==> config.mk <==
export PLATFORM = sky130hd
export DESIGN_NAME = spi_instr_loader
export DESIGN_NICKNAME = d
export VERILOG_FILES = /design/src/rtl/pio_pkg.sv /design/src/rtl/sync_ff.sv /design/src/rtl/spi_instr_loader.sv
export SDC_FILE = /design/constraint.sdc
export NUM_CORES = 1
export LEC_CHECK = 0
export CAP_MARGIN = 10
export CORE_MARGIN = 3
export CORE_UTILIZATION = 35
export CTS_BUF_LIST = sky130_fd_sc_hd__clkbuf_8 sky130_fd_sc_hd__clkbuf_16
export CTS_CLUSTER_SIZE = 20
export DETAILED_ROUTE_END_ITERATION = 10
export PLACE_DENSITY = 0.5
export SETUP_SLACK_MARGIN = 0.05
export SYNTH_ARGS = -nofsm -noshare
export SYNTH_HDL_FRONTEND = slang
export SYNTH_SLANG_ARGS = --single-unit
==> constraint.sdc <==
create_clock -name clk -period 4.55 [get_ports clk]
set_clock_uncertainty 0.15 [all_clocks]
set_input_delay 1.1375 -clock clk [delete_from_list [all_inputs] [get_ports clk]]
set_output_delay 1.1375 -clock clk [all_outputs]
set_load 0.01 [all_outputs]
==> src/rtl/pio_pkg.sv <==
// Shared constants and types for the PIO instruction-loading path.
`timescale 1ns/1ps
package pio_pkg;

    localparam int INSTR_W     = 16;
    localparam int IMEM_ADDR_W = 5;

    // Command opcode that opens a write frame; every other opcode is ignored.
    localparam logic [2:0] OP_WRITE = 3'b001;

    typedef enum logic [1:0] {
        ST_IDLE,
        ST_CMD,
        ST_DATA,
        ST_IGNORE
    } spi_state_t;

    // Opcode field of a command byte {op[2:0], addr[4:0]}.
    function automatic logic [2:0] cmd_op(input logic [7:0] cmd);
        return cmd[7:5];
    endfunction

endpackage

==> src/rtl/sync_ff.sv <==
// Multi-flop synchronizer for one asynchronous input bit.
`timescale 1ns/1ps
module sync_ff #(
    parameter int   STAGES    = 2,
    parameter logic RESET_VAL = 1'b0
) (
    input  logic clk,
    input  logic rst,
    input  logic d,
    output logic q
);

    logic [STAGES-1:0] chain;

    // Shift the raw input through the chain; reset to the bus idle level.
    // NOTE: non-blocking assignments make every stage sample the previous stage's old value.
    always_ff @(posedge clk or posedge rst) begin
        if (rst) begin
            chain <= {STAGES{RESET_VAL}};
        end else begin
            chain <= {chain[STAGES-2:0], d};
        end
    end

    assign q = chain[STAGES-1];

endmodule

==> src/rtl/spi_instr_loader.sv <==
// SPI (mode 0) slave that writes 16-bit instruction words into the
// instruction regfile, with auto-incrementing write pointer.
`timescale 1ns/1ps
module spi_instr_loader
    import pio_pkg::*;
#(
    parameter int SYNC_STAGES = 2
) (
    input  logic                   clk,
    input  logic                   rst,
    input  logic                   spi_sclk,
    input  logic                   spi_cs_n,
    input  logic                   spi_mosi,
    output logic                   spi_miso,
    output logic [INSTR_W-1:0]     instr_in,
    output logic [IMEM_ADDR_W-1:0] write_addr,
    output logic                   write_en,
    output logic                   load_active
);

    localparam int FW = $clog2(SYNC_STAGES + 1);

    logic sclk_s, cs_n_s, mosi_s;
    logic sclk_q, cs_n_q;
    logic [FW-1:0] flush_cnt;
    logic flushed, armed;
    logic sclk_rise, sclk_fall, cs_fall, cs_rise;

    spi_state_t state, state_next;
    logic [3:0]             bit_cnt;
    logic [IMEM_ADDR_W-1:0] ptr;
    logic [6:0]             cmd_sr;
    logic [14:0]            data_sr;
    logic [6:0]             miso_sr;
    logic [7:0]             cmd_next;
    logic [15:0]            word_next;
    logic [7:0]             miso_byte;

    sync_ff #(.STAGES(SYNC_STAGES), .RESET_VAL(1'b0)) u_sync_sclk (
        .clk(clk), .rst(rst), .d(spi_sclk), .q(sclk_s)
    );
    sync_ff #(.STAGES(SYNC_STAGES), .RESET_VAL(1'b1)) u_sync_cs (
        .clk(clk), .rst(rst), .d(spi_cs_n), .q(cs_n_s)
    );
    sync_ff #(.STAGES(SYNC_STAGES), .RESET_VAL(1'b0)) u_sync_mosi (
        .clk(clk), .rst(rst), .d(spi_mosi), .q(mosi_s)
    );

    // The synchronizer reset value is not a real observation of CS, so a
    // frame may only open once CS has actually been seen high after reset;
    // a CS held low through reset therefore never starts a frame.
    assign flushed = (flush_cnt == FW'(SYNC_STAGES));

    // Edge-detect history and the post-reset arming of CS falling edges.
    always_ff @(posedge clk or posedge rst) begin
        if (rst) begin
            sclk_q    <= 1'b0;
            cs_n_q    <= 1'b1;
            flush_cnt <= '0;
            armed     <= 1'b0;
        end else begin
            sclk_q <= sclk_s;
            cs_n_q <= cs_n_s;
            if (!flushed) flush_cnt <= flush_cnt + 1'b1;
            if (flushed && cs_n_s) armed <= 1'b1;
        end
    end

    assign cs_fall   = armed & cs_n_q & ~cs_n_s;
    assign cs_rise   = ~cs_n_q & cs_n_s;
    assign sclk_rise = sclk_s & ~sclk_q & ~cs_n_s;
    assign sclk_fall = ~sclk_s & sclk_q & ~cs_n_s;

    assign cmd_next  = {cmd_sr, mosi_s};
    assign word_next = {data_sr, mosi_s};
    assign miso_byte = {3'b000, ptr};

    // State register.
    always_ff @(posedge clk or posedge rst) begin
        if (rst) state <= ST_IDLE;
        else     state <= state_next;
    end

    // Next-state logic: CS release always returns to IDLE.
    // NOTE: state_next gets a default before the case so no path leaves it unassigned (no latch).
    always_comb begin
        state_next = state;
        if (cs_rise) begin
            state_next = ST_IDLE;
        end else begin
            case (state)
                ST_IDLE: if (cs_fall) state_next = ST_CMD;
                ST_CMD: begin
                    if (sclk_rise && bit_cnt == 4'd7)
                        state_next = (cmd_op(cmd_next) == OP_WRITE) ? ST_DATA : ST_IGNORE;
                end
                default: state_next = state;
            endcase
        end
    end

    // Shift registers, bit counter, write pointer, MISO and regfile strobe.
    always_ff @(posedge clk or posedge rst) begin
        if (rst) begin
            bit_cnt    <= '0;
            ptr        <= '0;
            cmd_sr     <= '0;
            data_sr    <= '0;
            miso_sr    <= '0;
            instr_in   <= '0;
            write_addr <= '0;
            write_en   <= 1'b0;
            spi_miso   <= 1'b0;
        end else begin
            write_en <= 1'b0;
            if (cs_rise) begin
                spi_miso <= 1'b0;
            end else begin
                case (state)
                    ST_IDLE: begin
                        if (cs_fall) begin
                            bit_cnt  <= '0;
                            cmd_sr   <= '0;
                            data_sr  <= '0;
                            miso_sr  <= miso_byte[6:0];
                            spi_miso <= miso_byte[7];
                        end
                    end
                    ST_CMD: begin
                        if (sclk_rise) begin
                            cmd_sr <= cmd_next[6:0];
                            if (bit_cnt == 4'd7) begin
                                bit_cnt  <= '0;
                                spi_miso <= 1'b0;
                                miso_sr  <= '0;
                                if (cmd_op(cmd_next) == OP_WRITE) ptr <= cmd_next[4:0];
                            end else begin
                                bit_cnt <= bit_cnt + 4'd1;
                            end
                        end else if (sclk_fall) begin
                            spi_miso <= miso_sr[6];
                            miso_sr  <= {miso_sr[5:0], 1'b0};
                        end
                    end
                    ST_DATA: begin
                        if (sclk_rise) begin
                            data_sr <= word_next[14:0];
                            bit_cnt <= bit_cnt + 4'd1;  // wraps 15 -> 0 for the next word
                            if (bit_cnt == 4'd15) begin
                                instr_in   <= word_next;
                                write_addr <= ptr;
                                write_en   <= 1'b1;
                                ptr        <= ptr + 5'd1;
                            end
                        end
                    end
                    default: ;
                endcase
            end
        end
    end

    assign load_active = (state == ST_DATA);

endmodule

== Yosys cells after proc, flatten, opt, wreduce, memory -nomap -nowiden ==
Cells that the tools add are included.

* Bits in registers: 74
* Input port bits: 5
* Output and inout bits: 24
* Logic and storage cells: 103

* Add/subtract/negate cells: 3
* Equal/unequal tests: 18
* Multiplexer cells: 37
* Bitwise operators: 12
* Reduce and logical (&&, ||, !) cells: 16

{| class="wikitable"
|+ Operators with widths
! kind !! count
|-
| 2-to-1 mux 7 bit || 6
|-
| 2-to-1 mux 15 bit || 2
|-
| one-hot mux 15 bit (2 select lines) || 1
|-
| one-hot mux 7 bit (2 select lines) || 2
|-
| 2-to-1 mux 5 bit || 5
|-
| 2-to-1 mux 4 bit || 4
|-
| AND reduction 4 bit || 4
|-
| inequality test 3 bit (second input constant) || 4
|-
| one-hot mux 4 bit (3 select lines) || 1
|-
| 2-to-1 mux 1 bit || 10
|-
| one-hot mux 5 bit (2 select lines) || 1
|-
| AND reduction 5 bit || 2
|-
| inequality test 2 bit (second input constant) || 4
|-
| inequality test 4 bit (second input constant) || 2
|-
| AND 1 bit || 7
|-
| AND reduction 7 bit || 1
|-
| 2-to-1 mux 2 bit || 3
|-
| nonzero test 2 bit || 3
|-
| nonzero test 3 bit || 2
|-
| adder 5 x 1 -> 5 bit (second input constant) || 1
|-
| inverter 1 bit || 5
|-
| adder 4 x 1 -> 4 bit (second input constant) || 1
|-
| equality test 2 bit (second input constant) || 2
|-
| equality test 4 x 3 -> 1 bit (second input constant) || 1
|-
| 10 further kinds || 12
|}

== Logic depth before layout (Yosys ltp) ==
Gate-level depths: netlist (run 1).

* Depth in word-level cells: 7
* Depth in mapped cells: 8
* Gate-level depth less buffers: 6

== Hierarchy ==
Synthesis (run 1) repeated with hierarchy kept, for this count alone.

* Cell total of the unflattened synthesis: 270
* Area total of the unflattened synthesis: 3176.8 µm²

{| class="wikitable"
|+ By module, submodules not included
! module !! times used !! cells each !! area each (µm²) !! seq. area each (µm²)
|-
| spi_instr_loader || 1 || 261 || 3012.9 || 1702.9
|-
| sync_ff at u_sync_mosi ... || 2 || 3 || 53.8 || 50.0
|-
| sync_ff at u_sync_cs || 1 || 3 || 56.3 || 52.6
|}

== Worst setup path after synthesis (run 1) ==
No wires, ideal clock.

* Path type: flip-flop to output port
* Start: register state[0]
* End: output load_active
* Data arrival time: 759 ps
* Data required time: 3263 ps
* Setup slack: 2504 ps
* Cell stages (with the launch flop): 3
* Buffers on the path: 0
* Cells stage by stage: dfrtp_1 > inv_1 > ha_1

* Word-level cells in the longest chain between the ends: 1

{| class="wikitable"
|+ RTL lines
! element !! line !! source
|-
| start: declaration || spi_instr_loader.sv:29 || <nowiki>spi_state_t state, state_next;</nowiki>
|-
| start signal: assignment || spi_instr_loader.sv:81 || <nowiki>else state <= state_next;</nowiki>
|-
| equality test 2 bit || spi_instr_loader.sv:163 || <nowiki>assign load_active = (state == ST_DATA);</nowiki>
|-
| end: declaration || spi_instr_loader.sv:18 || <nowiki>output logic load_active</nowiki>
|}

No other way between the ends.

== Worst setup path in the final report (run 1) ==
Ends and elaborated chain as after synthesis.

==> flow_metrics.py, run 1 <==
metrics = {
    "outcome": {
        "status": "complete, no violations",
    },
    "flow_run": {
        "timing.max_cap.violations": 0,
    },
    "clock_network": {
        "cts-root-buf": "clkbuf_8",
        "cts_setup_buffers": 0,
        "ctsResizeCount": 0,
        "tritoncts": "built",
        "clock-sinks": 74,
        "postCtsHoldBufs": 0,
        "htreeDepth": 3,
        "clockBufferDepth": 2,
        "clk_pin_slew_worst_paths_ps": 80,
        "cts_buffers": 9,
        "worstSkewPairLatency_ps": 350,
    },
    "timing": {
        "setup_viol": 0,
        "rsz0062_at_grt": "false",
        "hold_violations": 0,
        "slew_violations": 0,
        "fin_setup_tns_ps": 0,
        "fin_ws_ps": 1600,
        "final.min_clock_period_ps": 2950,
        "slew_headroom_pct": 30.3,
        "tightest_slew_ps": 1040,
        "max_freq_mhz": 339,
        "final.period_utilization_pct": 64.8,
    },
    "placement": {
        "io_buffers": 28,
        "dp.cells": 442,
        "placed_area_um2": 3720,
        "dp_hpwl_um": 4150,
        "place.gp.congestion": 0.747,
        "place_ws_ps": 1790,
    },
    "cells_and_area": {
        "diodes": 0,
        "fin_cells": 458,
        "drive_above_1_share_pct": 18.8,
        "fin_nets": 336,
        "area_growth_pct": 17.5,
        "postLayoutCellArea_um2": 3930,
    },
    "synthesis": {
        "synth_fp_nets": 309,
        "netlist_top_cells_area": "dfrtp_1 (53%), mux2_2 (9.8%), nand2_1 (5.4%)",
        "yosys.area.top_type": "dfrtp_1",
        "synth_common_cells": "dfrtp_1 (71), nand2_1 (48), mux2_2 (29)",
        "ys_seq_area_share_pct": 55.6,
        "async_flop_share_pct": 100,
        "synth_edf_count": 0,
        "netlist_area_um2": 3340,
        "ys.flop_type": "dfrtp_1",
        "syn_avg_cell_area_um2": 11.2,
        "synthCells": 297,
        "yosysWarningCount": 0,
        "ys_types": 47,
        "synth_top_area_share_pct": 53.2,
        "synth.most_common_cell": "dfrtp_1",
        "ys_ff_latch": 74,
    },
    "global_routing": {
        "grt-ovfl-total": 0,
        "grt_pass1_vias": 2209,
        "antenna_found_initial": 0,
        "grt_pass1_wl_um": 11300,
        "grt_use_total_pct": 13.0,
        "grt_max_degree": 75,
    },
    "critical_path": {
        "crit_type": "reg2out",
        "cp.arrival_ps": 1660,
        "cp.required_ps": 3260,
        "reg2reg_to": "write_addr[4]",
        "crit_path_start_kind": "flop",
        "path_max_fanout": 4,
        "endpoint_kind": "primary output",
        "endpoint": "load_active",
        "crit_slowest_cell": "clkdlybuf4s50_1",
        "r2r_setup_slack_ps": 1820,
        "reg2reg_depth": 6,
        "reg2reg_from": "state[0]",
        "path_cells": "inv_1 -> ha_1 -> clkdlybuf4s50_1",
        "max_stage_delay_ps": 590,
        "crit_start": "state[0]",
    },
    "die": {
        "row_count": 35,
        "num_io_pins": 29,
        "start_util_pct": 36.1,
        "die_y_um": 104,
        "core_area_um2": 9240,
        "die_w_um": 104,
        "die_area_um2": 10700,
    },
    "hold_path": {
        "holdPathStages": 0,
        "min-delay-start": "u_sync_mosi.chain[0]",
        "holdCritPathClass": "reg2reg",
    },
    "routing": {
        "routed_via_density": 4.83,
        "routed_wl_um": 6370,
        "first_pass_iters": 4,
        "drc": 0,
        "postRouteAntennaNets": 0,
        "vias": 2213,
        "wl_per_cell_um": 13.9,
        "initialDrtViolationCount": 77,
    },
    "pwr": {
        "peakVddDrop_mv": 0.179,
        "p_per_area_nw_per_um2": 384,
        "power.leakage_nw": 1.76,
    },
}
## layout make-up
type                       count  area [um^2]
fill                         914         5320
sequential                    74         1860
multi-input combinational    189         1330
timing repair buffer          31          303
tap                          129          161
clock buffer                   9          124
clock inverter                 7         83.8
inverter                      19         71.3
## per-stage QoR
stage	hold WS, ps	utilization (%)	power, mW
4_1_cts	210	42.5	1.53
6_report	207	42.5	1.51
5_1_grt	213	42.5	1.59
2_1_floorplan	181	-	0.920
3_3_place_gp	183	40.2	0.974
3_5_place_dp	190	40.2	0.976
## how the worst min path moves through the flow
stage / end / slack, ps
6_report: u_sync_mosi.chain[1] / 210
5_1_grt: u_sync_cs.chain[1] / 210
4_1_cts: u_sync_cs.chain[1] / 210
3_5_place_dp: u_sync_mosi.chain[1] / 190
3_3_place_gp: u_sync_sclk.chain[1] / 180
2_1_floorplan: u_sync_mosi.chain[1] / 180
## registers in the layout, summed over array words and instances (netlist names)
register           flops
state                  2
cmd_sr                 7
ptr                    5
sclk_q                 1
u_sync_cs.chain        2
write_addr             5
miso_sr                7
bit_cnt                4
armed                  1
u_sync_mosi.chain      2
u_sync_sclk.chain      2
data_sr               15
spi_miso               1
write_en               1
cs_n_q                 1
flush_cnt              2
instr_in              16
## critical path, delay by kind of cell, from the launching register on
| family | cells | cell delay [ps] |
|---|---|---|
| adders and majority gates | 1 | 210 |
| buffers and inverters | 2 | 680 |
| DFF | 1 | 420 |
## metal layers
layer / vias up / routed length [um] / GRT usage, %
li1: 1080 / - / -
met1: 1096 / 3180 / 18.3
met2: 29 / 2910 / 19.5
met3: 8 / 192 / 3.30
met4: 0 / 89 / 4.37
met5: - / 0 / 0
## cells by family (layout without fill, tap and decap cells)
kind of cell	Yosys count	count (layout)	synth area share [%]
compound gates	54	54	10.5
simple gates	86	86	12.9
flops	74	74	55.6
buf+inv	34	66	4.72
mux	41	41	13.4
xor+xnor	1	1	0.262
fa+ha+maj	7	7	2.62
## where the power goes
part / switching [mW] / internal, mW / total, mW
Clock: 0.280 / 0.264 / 0.544
Combinational: 0.167 / 0.0895 / 0.256
Sequential: 0.0224 / 0.683 / 0.705
## placed cells by master, fill, tap and decap left out, types with 3 or more instances in the layout
cell and instances:
a21oi_1 4, a41oi_1 3, and3_1 3, buf_4 3
clkbuf_8 9, clkdlybuf4s50_1 28, dfrtp_1 71, dfstp_2 3
ha_1 7, inv_1 18, inv_6 3, mux2_2 29
mux2i_1 12, nand2_1 48, nand2b_1 4, nand3_1 8
nor2_1 5, nor2b_1 3, o21ai_0 25, o22ai_1 3
Power figures use the tool's default switching activity.
==> run 2: changes to the inputs <==
==> constraint.sdc (replaced) <==
create_clock -name clk -period 2.95 [get_ports clk]
set_clock_uncertainty 0.15 [all_clocks]
set_input_delay 0.7375 -clock clk [delete_from_list [all_inputs] [get_ports clk]]
set_output_delay 0.7375 -clock clk [all_outputs]
set_load 0.01 [all_outputs]
==> run 2 against run 1 <==
Effect of this change:
- sequential share of layout area shrank 0.61 points
- die area is the same
- sequential power grew 55%
- hold slack lost 0.55 ps
- non-clock buffer count grew 4
- critical endpoint unchanged
- largest cell class unchanged
==> flow_metrics.py, run 2 (synthesis results as in run 1) <==
metrics = {
    "cells_and_area": {
        "drive_above_1_share_pct": 19.6,
        "diodes": 0,
        "layout_commonest_cell": "dfrtp_1",
        "top_regs": "instr_in (16), data_sr (15)",
        "largest_reg_flops": 16,
        "area_growth_pct": 19.1,
        "multi_input_area_um2": 1330,
        "fin_nets": 340,
        "final_cell_mix": "dfrtp_1 (71), nand2_1 (48), mux2_2 (29)",
        "fillers": 887,
        "seqCellArea_um2": 1860,
        "top_register": "instr_in",
    },
    "critical_path": {
        "r2r_setup_slack_ps": 600,
        "endpoint_kind": "primary output",
        "crit_type": "reg2out",
        "cp.required_ps": 2060,
        "path_max_fanout": 4,
        "cp.arrival_ps": 1590,
        "crit_path_start_kind": "flop",
        "reg2reg_to": "ptr[1]",
        "reg2reg_depth": 7,
        "crit_slowest_cell": "clkdlybuf4s50_1",
        "max_stage_delay_ps": 570,
        "path_cells": "inv_1 -> ha_1 -> clkdlybuf4s50_1",
        "reg2reg_from": "state[0]",
    },
    "die": {
        "start_util_pct": 36.1,
        "row_count": 35,
        "num_io_pins": 29,
        "die_y_um": 104,
        "die_w_um": 104,
        "die_area_um2": 10700,
        "core_area_um2": 9240,
    },
    "timing": {
        "hold_ws_ps": 206,
        "setup_viol": 0,
        "tightest_slew_ps": 617,
        "slew_headroom_pct": 58.5,
        "slew_violations": 0,
        "rsz0062_at_grt": "false",
        "fin_setup_tns_ps": 0,
        "final.min_clock_period_ps": 2480,
        "final.period_utilization_pct": 83.9,
        "max_freq_mhz": 404,
        "hold_violations": 0,
    },
    "global_routing": {
        "grt-ovfl-total": 0,
        "grt_use_total_pct": 13.0,
        "grt_max_degree": 75,
        "grt_pass1_wl_um": 11400,
        "grt_pass1_vias": 2311,
        "antenna_found_initial": 0,
    },
    "clock_network": {
        "ctsResizeCount": 0,
        "postCtsHoldBufs": 0,
        "cts-root-buf": "clkbuf_8",
        "worstSkewPairLatency_ps": 350,
        "tritoncts": "built",
        "clk_pin_slew_worst_paths_ps": 80,
        "clockBufferDepth": 2,
        "clock-sinks": 74,
        "cts_setup_buffers": 0,
        "htreeDepth": 3,
        "cts_buffers": 9,
    },
    "placement": {
        "dp_hpwl_um": 4330,
        "place.gp.congestion": 0.799,
        "io_buffers": 28,
    },
    "routing": {
        "postRouteAntennaNets": 0,
        "wl_per_cell_um": 13.9,
        "vias": 2189,
        "routed_wl_um": 6420,
        "drc": 0,
        "first_pass_iters": 5,
        "routed_via_density": 4.75,
        "initialDrtViolationCount": 121,
    },
    "hold_path": {
        "min-delay-start": "u_sync_mosi.chain[0]",
        "holdCritPathClass": "reg2reg",
        "min_to": "u_sync_mosi.chain[1]",
        "holdPathStages": 0,
    },
    "flow_run": {
        "timing.max_cap.violations": 0,
    },
    "pwr": {
        "peakVddDrop_mv": 0.393,
        "power.leakage_nw": 1.79,
        "total_power_mw": 2.36,
        "p_per_area_nw_per_um2": 593,
    },
    "outcome": {
        "status": "complete, no violations",
    },
}
-- run 2: through the flow --
step | cells | util [%] | instance area (um^2) | worst slack, ps
3_3_place_gp | 446 | 40.7 | 3760 | 725
6_report | 461 | 43.0 | 3980 | 475
4_1_cts | 461 | 43.0 | 3980 | 432
3_5_place_dp | 446 | 40.7 | 3760 | 608
5_1_grt | 461 | 43.0 | 3980 | 392
2_1_floorplan | 297 | - | 3340 | 186
-- run 2: power breakdown --
part | leakage [nW] | internal (mW) | switching (mW)
Clock | 0.102 | 0.474 | 0.385
Combinational | 0.688 | 0.153 | 0.258
Sequential | 0.999 | 1.05 | 0.0337
Total | 1.79 | 1.68 | 0.677
-- run 2: layer usage --
metal / global-route usage, % / up-vias / wire (um)
met5: 0 / - / 0
met4: 5.03 / 0 / 64
met3: 3.24 / 7 / 168
met2: 21.1 / 25 / 3090
met1: 16.9 / 1067 / 3090
li1: - / 1090 / -
-- run 2: critical path: cells and delay by family (launching register included) --
| family | cells | cell delay (ps) |
|---|---|---|
| flops | 1 | 420 |
| fa+ha+maj | 1 | 170 |
| buf+inv | 2 | 660 |
-- run 2: final cells by class --
class	instances	area share (%)
Timing Repair Buffer	35	8.68
Clock buffer	9	3.12
Clock inverter	6	2.33
Tap cell	129	4.06
Inverter	19	1.79
Multi-Input combinational cell	189	33.4
Sequential cell	74	46.7
-- run 2: worst max path at each step --
stage,cells past startpoint,start,slack [ps],endpoint
2_1_floorplan,1,rst,190,armed
3_3_place_gp,7,state[0],730,instr_in[5]
3_5_place_dp,7,state[0],610,ptr[1]
4_1_cts,3,state[0],430,load_active
5_1_grt,3,state[0],390,load_active
6_report,3,state[0],470,load_active
